<file path="config.mk">
export PLATFORM = sky130hd
export DESIGN_NAME = vga_timing_ctrl
export DESIGN_NICKNAME = d
export VERILOG_FILES = /design/src/rtl/vga_timing_ctrl.sv
export SDC_FILE = /design/constraint.sdc
export NUM_CORES = 1
export LEC_CHECK = 0
export BUFFER_PORTS_ARGS = -buffer_cell sky130_fd_sc_hd__buf_2
export CORE_MARGIN = 5
export CORE_UTILIZATION = 60
export DETAILED_ROUTE_END_ITERATION = 6
export GPL_TIMING_DRIVEN = 0
export PLACE_DENSITY = 0.89
export SYNTH_ARGS = -nofsm -noshare
export SYNTH_HDL_FRONTEND = slang
export SYNTH_SLANG_ARGS = --single-unit
</file>
<file path="constraint.sdc">
create_clock -name clk -period 3.65 [get_ports clk]
set_clock_uncertainty 0.2 [all_clocks]
set_input_delay 0.1825 -clock clk [delete_from_list [all_inputs] [get_ports clk]]
set_output_delay 0.1825 -clock clk [all_outputs]
set_load 0.02 [all_outputs]
</file>
<file path="src/rtl/vga_timing_ctrl.sv">
// VGA sync timing sequencer: raw syncs, display enable and pixel coordinates.
// Optional frame counter output enabled by VGA_TIMING_FRAME_CNT_EN.
module vga_timing_ctrl #(
  parameter int H_ACTIVE = 640,
  parameter int H_FP     = 16,
  parameter int H_SYNC   = 96,
  parameter int H_BP     = 48,
  parameter int V_ACTIVE = 480,
  parameter int V_FP     = 10,
  parameter int V_SYNC   = 2,
  parameter int V_BP     = 33,
  parameter int CW       = 11
) (
  input  logic          clk,
  input  logic          rst_n,
  input  logic          ce,
  input  logic          en,
  output logic          hsync,
  output logic          vsync,
  output logic          de,
  output logic [CW-1:0] x,
  output logic [CW-1:0] y,
  output logic          frame_start,
  output logic          line_start,
`ifdef VGA_TIMING_FRAME_CNT_EN
  output logic [15:0]   frame_cnt,
`endif
  output logic          busy
);

  localparam int H_TOTAL = H_ACTIVE + H_FP + H_SYNC + H_BP;
  localparam int V_TOTAL = V_ACTIVE + V_FP + V_SYNC + V_BP;
  localparam int HS_BEG  = H_ACTIVE + H_FP;
  localparam int HS_END  = HS_BEG + H_SYNC;
  localparam int VS_BEG  = V_ACTIVE + V_FP;
  localparam int VS_END  = VS_BEG + V_SYNC;

  localparam logic [CW-1:0] H_LAST = CW'(H_TOTAL - 1);
  localparam logic [CW-1:0] V_LAST = CW'(V_TOTAL - 1);

  typedef enum logic [1:0] {
    IDLE,
    RUN,
    DRAIN
  } state_e;

  state_e        state_q, state_d;
  logic [CW-1:0] h_q, h_d;
  logic [CW-1:0] v_q, v_d;
  logic          h_last, v_last;

  assign h_last = (h_q == H_LAST);
  assign v_last = (v_q == V_LAST);

  always_ff @(posedge clk or negedge rst_n) begin
    if (!rst_n) begin
      state_q <= IDLE;
      h_q     <= '0;
      v_q     <= '0;
    end else begin
      state_q <= state_d;
      h_q     <= h_d;
      v_q     <= v_d;
    end
  end

  always_comb begin
    state_d = state_q;
    h_d     = h_q;
    v_d     = v_q;
    if (ce) begin
      unique case (state_q)
        IDLE: begin
          if (en) state_d = RUN;
        end
        RUN, DRAIN: begin
          if (h_last) begin
            h_d = '0;
            v_d = v_last ? '0 : v_q + CW'(1);
          end else begin
            h_d = h_q + CW'(1);
          end
          state_d = en ? RUN : DRAIN;
          // Only a draining frame may stop, and only on its last pixel
          if (state_q == DRAIN && !en && h_last && v_last)
            state_d = IDLE;
        end
        default: begin
          state_d = IDLE;
          h_d     = '0;
          v_d     = '0;
        end
      endcase
    end
  end

  assign busy = (state_q != IDLE);

  assign de = busy
            & (int'(h_q) < H_ACTIVE)
            & (int'(v_q) < V_ACTIVE);

  assign hsync = busy
               & (int'(h_q) >= HS_BEG)
               & (int'(h_q) < HS_END);

  assign vsync = busy
               & (int'(v_q) >= VS_BEG)
               & (int'(v_q) < VS_END);

  assign x = busy ? h_q : '0;
  assign y = busy ? v_q : '0;

  assign line_start  = busy & ce & (h_q == '0);
  assign frame_start = line_start & (v_q == '0);

`ifdef VGA_TIMING_FRAME_CNT_EN
  logic [15:0] frame_cnt_q, frame_cnt_d;

  assign frame_cnt_d = frame_cnt_q + 16'd1;

  always_ff @(posedge clk or negedge rst_n) begin
    if (!rst_n)
      frame_cnt_q <= '0;
    else if (frame_start)
      frame_cnt_q <= frame_cnt_d;
  end

  assign frame_cnt = frame_cnt_q;
`endif

endmodule

</file>
; ---- Word-level counts from Yosys, hierarchy flattened
; Index checks and enable logic that the tools add are counted.
[totals]
latch_bits = 0
out_inout_bits = 28
ramBits = 0
romBits = 0
mem_count = 0
register_bits = 24
[op_classes]
multipliers = 0
div_mod_pow = 0
order_cmp = 6
add_sub_neg = 2
eq_ne = 6
bitwise = 10
n_shift = 0
reduce_logical = 12
n_mux = 11
[ops]
columns = operator, n
row1 = 11-bit 2-to-1 mux, 5
row2 = 11-bit case mux with 2 select lines, 2
row3 = 11-bit by 1-bit adder with 11-bit output (second input constant), 2
row4 = 11-bit by 10-bit == test with 1-bit output (second input constant), 2
row5 = 11-bit logical NOT, 2
row6 = 11-bit by 10-bit < comparator with 1-bit output (second input constant), 2
row7 = 11-bit by 9-bit < comparator with 1-bit output (second input constant), 2
row8 = 11-bit by 10-bit greater-or-equal comparator with 1-bit output (second input constant), 1
row9 = 11-bit by 9-bit greater-or-equal comparator with 1-bit output (second input constant), 1
row10 = 1-bit bitwise AND, 9
row11 = 2-bit 2-to-1 mux, 3
row12 = 2-bit inequality test (second input constant), 2
row13 = 2-bit case mux with 2 select lines, 1
row14 = 2-bit AND reduction, 2
row15 = 1-bit logical AND, 3
row16 = 3-bit AND reduction, 1
row17 = 2-bit by 1-bit == test with 1-bit output (second input constant), 1
row18 = 2-bit == test (second input constant), 1
row19 = 2-bit logical NOT, 1
row20 = 2-bit nonzero test, 1
row21 = 2-bit OR reduction, 1
row22 = 1-bit logical NOT, 1
row23 = 1-bit inverter, 1

; ---- Longest topological paths before layout
[logic_depth]
word_depth = 6
mapped_depth = 8
depth_no_buf = 6

; ---- Worst setup path after synthesis
; OpenSTA, ideal clock, no wires.
[synth_path]
kind = reg-to-output
startpoint = reg state_q[0]
endpoint = out hsync
arrival_ns = 1.785
t_required_ns = 3.267
stages_incl_launch_ff = 6
path_buffers = 1
slack_ns = 1.482
path_cell_list = dfrtp_1 -> inv_1 -> ha_1 -> buf_2 -> or4_1 -> nor3_1
[synth_between]
elab_chain_cells = 3
[synth_lines]
columns = item, line_no
row1 = from (decl), 47  ; state_e state_q, state_d;
row2 = from (signal assigned), 61  ; state_q <= state_d;
row3 = 2-bit nonzero test, 97  ; assign busy = (state_q != IDLE);
row4 = 1-bit bitwise AND, 104  ; & (int'(h_q) >= HS_BEG)
row5 = 1-bit bitwise AND, 105  ; & (int'(h_q) < HS_END);
row6 = to (decl), 18  ; output logic hsync,
; No other way between the ends.

; ---- Final worst setup path
; Same ends and word-level chain as after synthesis.

==> results.json <==
{
  "crit_fanout": 10,
  "cts_max_level": 1,
  "number_of_global_route_vias_before_repair": 1558,
  "post_synth_mux_area_share_pct": 1.72,
  "hold_path_class": "input pin to register",
  "final_min_period_over_clock_period_pct": 68.8,
  "drive_gt1_share_pct": 21.8,
  "max_cap_viol_count": 0,
  "max_freq_mhz": 398,
  "port_buffers": 31,
  "ctsResizeCount": 0,
  "timing.critical_path.slowest_stage_cell": "sky130_fd_sc_hd__or4_1",
  "unrepaired_setup_endpoints_after_global_routing": "no",
  "std_cell_rows": 19,
  "fillerInstances": 225,
  "die_w_um": 63.9,
  "netlist_instances": 197,
  "timing.critical_path.mode_cell": "sky130_fd_sc_hd__buf_2",
  "outcome": "completed",
  "fin_tns_setup_ns": 0,
  "report.power.total_mw": 1.09,
  "worstHoldStart": "ce",
  "vias_per_cell": 6.08,
  "synthSimpleGateAreaFrac_pct": 38.0,
  "worst_hold_check_slack_ns": 0.0687,
  "crit-reg2reg-launch": "state_q[0]",
  "diodes": 0,
  "drt_iter0_drc": 133,
  "drt_pass1_iterations": 4,
  "hold_viol_final": 0,
  "postCtsSetupBuffers": 0,
  "layout.nets": 247,
  "setup.worst_path.class": "register to primary output",
  "core_area_um2": 2780,
  "start_kind": "register",
  "vias": 1611,
  "worst_setup_path_startpoint": "state_q[0]",
  "timing.max_slew.rel_slack_pct": 59.8,
  "area_growth_pct": 14.1,
  "clock_sink_count": 24,
  "total_leakage_power_nw": 0.941,
  "slew_worst_pin_ns": 0.598,
  "synth_top_flop_cell": "sky130_fd_sc_hd__dfrtp_1",
  "effective_utilization_at_floorplan_pct": 62.7,
  "clock_path_buffers": 2,
  "synth.distinct_cells": 45,
  "cell_at_the_root_of_the_clock_tree": "sky130_fd_sc_hd__clkbuf_4",
  "grt_use_total_pct": 21.8,
  "top_level_i_o_count": 32,
  "setup_ws_ns": 1.14,
  "clock_latency_ns": 0.32,
  "wire_length_of_the_first_global_routing_pass_um": 7310,
  "setup_violations": 0,
  "cts_buffers": 3,
  "endpoint_kind": "primary output",
  "gpl.final_weighted_congestion": 0.872,
  "grt_max_degree": 25,
  "floorplan.die.height_um": 63.9,
  "ir_drop_mv": 0.430,
  "reg2reg_depth": 6,
  "ant_nets": 0,
  "required_ns": 3.27,
  "detailedPlace.worstSlack_ns": 1.51,
  "die_area_um2": 4080,
  "post-route-drc-count": 0,
  "fraction_of_registers_with_async_set_reset_pct": 100,
  "global_route.overflow_total": 0,
  "synth-seq-cells": 24,
  "maxSlewViolCount": 0,
  "ys_warn_count": 0,
  "cts_tree": "done",
  "ctsHoldBuffers": 3,
  "critPathArrivalTime_ns": 2.13,
  "synth_enable_flop_cells": 0,
  "synth_area_um2": 1740,
  "routed_wirelength_um": 4260,
  "syn-mean-instance-area_um2": 8.85,
  "post_synth_net_total": 208,
  "fin_util_pct": 71.5,
  "antenna_found_initial": 0,
  "period_minus_slack_ns": 2.51,
  "crit_path_max_incr_delay_ns": 0.53,
  "ys_seq_area_share_pct": 34.5,
  "synth_compound_gate_area_share_pct": 11.4,
  "worstPathCellList": "inv_1, ha_1, buf_2, or4_1, nor3_1, buf_2",
  "timing.hold.worst_path_depth": 4,
  "clk_transition_reported_paths_ns": 0.13,
  "cellPowerDensity_nw_per_um2": 546,
  "synth_xor_xnor_area_share_pct": 3.52,
  "routedWlPerCell_um": 16.1,
  "synth-adder-area-share_pct": 5.03,
  "hpwlAfterDp_um": 3090,
  "main_combinational_cell_family_by_area_after_synthesis": "simple AND/OR/NAND/NOR gates"
}
-- synth_stat cells, drive strengths merged (4+ instances only) --
cell type  instances  area [um^2]
ha                 7         87.6
a211oi             4         30.0
nor3               6         30.0
dfrtp             24          601
and3               5         31.3
buf                7         48.8
xnor2              4         35.0
and4               6         52.6
nand4              6         43.8
nand2             15         58.8
nor2              21         95.1
nor2b             17          106
inv               12         45.0
o21ai              7         35.0
nor4               5         52.6
a31oi              9         62.6
nand3             10         50.1
nand2b             4         25.0
-- final cells by class --
type                       instances  area, um^2  area share [%]
tap                               31        38.8            1.95
multi-input combinational        152        1040            52.3
buffer                             9        57.6            2.89
timing repair buffer              34         185            9.31
clock buffer                       3        22.5            1.13
inverter                          12        45.0            2.26
sequential                        24         601            30.2
-- per-stage QoR --
| step | cells | instance area, um^2 |
|---|---|---|
| detailed placement | 259 | 1940 |
| finish | 265 | 1990 |
| CTS | 265 | 1990 |
| floorplan | 197 | 1740 |
| global placement | 259 | 1940 |
| global route | 265 | 1990 |
-- sequential cells by signal, indices dropped and copies added (netlist names) --
| signal | count |
|---|---|
| h_q | 11 |
| v_q | 11 |
| state_q | 2 |
-- placed cells by master (no fill, tap or decap), drive strengths merged, types with 2 or more instances in the layout --
cell type / synthesis / layout
ha: 7 / 7
nand4: 6 / 6
nor2b: 17 / 17
mux2i: 3 / 3
xnor2: 4 / 4
nor4: 5 / 5
buf: 7 / 38
a21oi: 2 / 2
dlygate4sd3: 0 / 3
and3: 5 / 5
and4b: 2 / 2
or3: 2 / 2
inv: 12 / 12
clkbuf: 2 / 5
nand2: 15 / 15
nand2b: 4 / 4
and4: 6 / 6
nand3: 10 / 10
nor3: 6 / 6
o22ai: 2 / 2
a31oi: 9 / 9
xor2: 3 / 3
o21ai: 7 / 7
nand3b: 2 / 2
o31ai: 2 / 2
a211oi: 4 / 4
nand4bb: 2 / 2
nor2: 21 / 21
dfrtp: 24 / 24
-- worst max-delay path, delay by kind of cell (launching register included) --
family / cells / cell delay, ns
AND/OR/NAND/NOR: 2 / 0.73
adder cells (fa/ha/maj): 1 / 0.21
flip-flops: 1 / 0.41
buffers and inverters: 3 / 0.46
-- power breakdown --
part	internal [mW]	switching, mW
Clock	0.0387	0.0799
Sequential	0.303	0.0511
Combinational	0.195	0.419
-- layer usage --
| layer | vias up | global-route usage, % | share of wire (%) |
|---|---|---|---|
| met1 | 770 | 28.9 | 44 |
| li1 | 788 | - | - |
| met4 | 0 | 5.71 | 1.3 |
| met5 | - | 0 | 0 |
| met3 | 7 | 2.63 | 5.9 |
| met2 | 46 | 37.3 | 49 |
-- final timing paths --
| kind | end | slack, ns |
|---|---|---|
| setup / recovery | hsync | 1.14 |
| hold / removal | state_q[0] | 0.07 |
| setup reg to reg | v_q[9] | 1.42 |
| hold reg to reg | v_q[8] | 0.37 |
| max in group asynchronous | v_q[7] | 2.71 |
| min in group asynchronous | h_q[0] | 0.17 |
-- logic make-up after synthesis --
| kind of cell | count (synthesis) |
|---|---|
| adders and majority gates | 7 |
| muxes | 3 |
| DFF | 24 |
| AOI/OAI and AO/OA | 29 |
| xor gates and xnor gates | 7 |
| and+or+nand+nor | 106 |
| buffers and inverters | 21 |
Power figures use the tool's default switching activity.
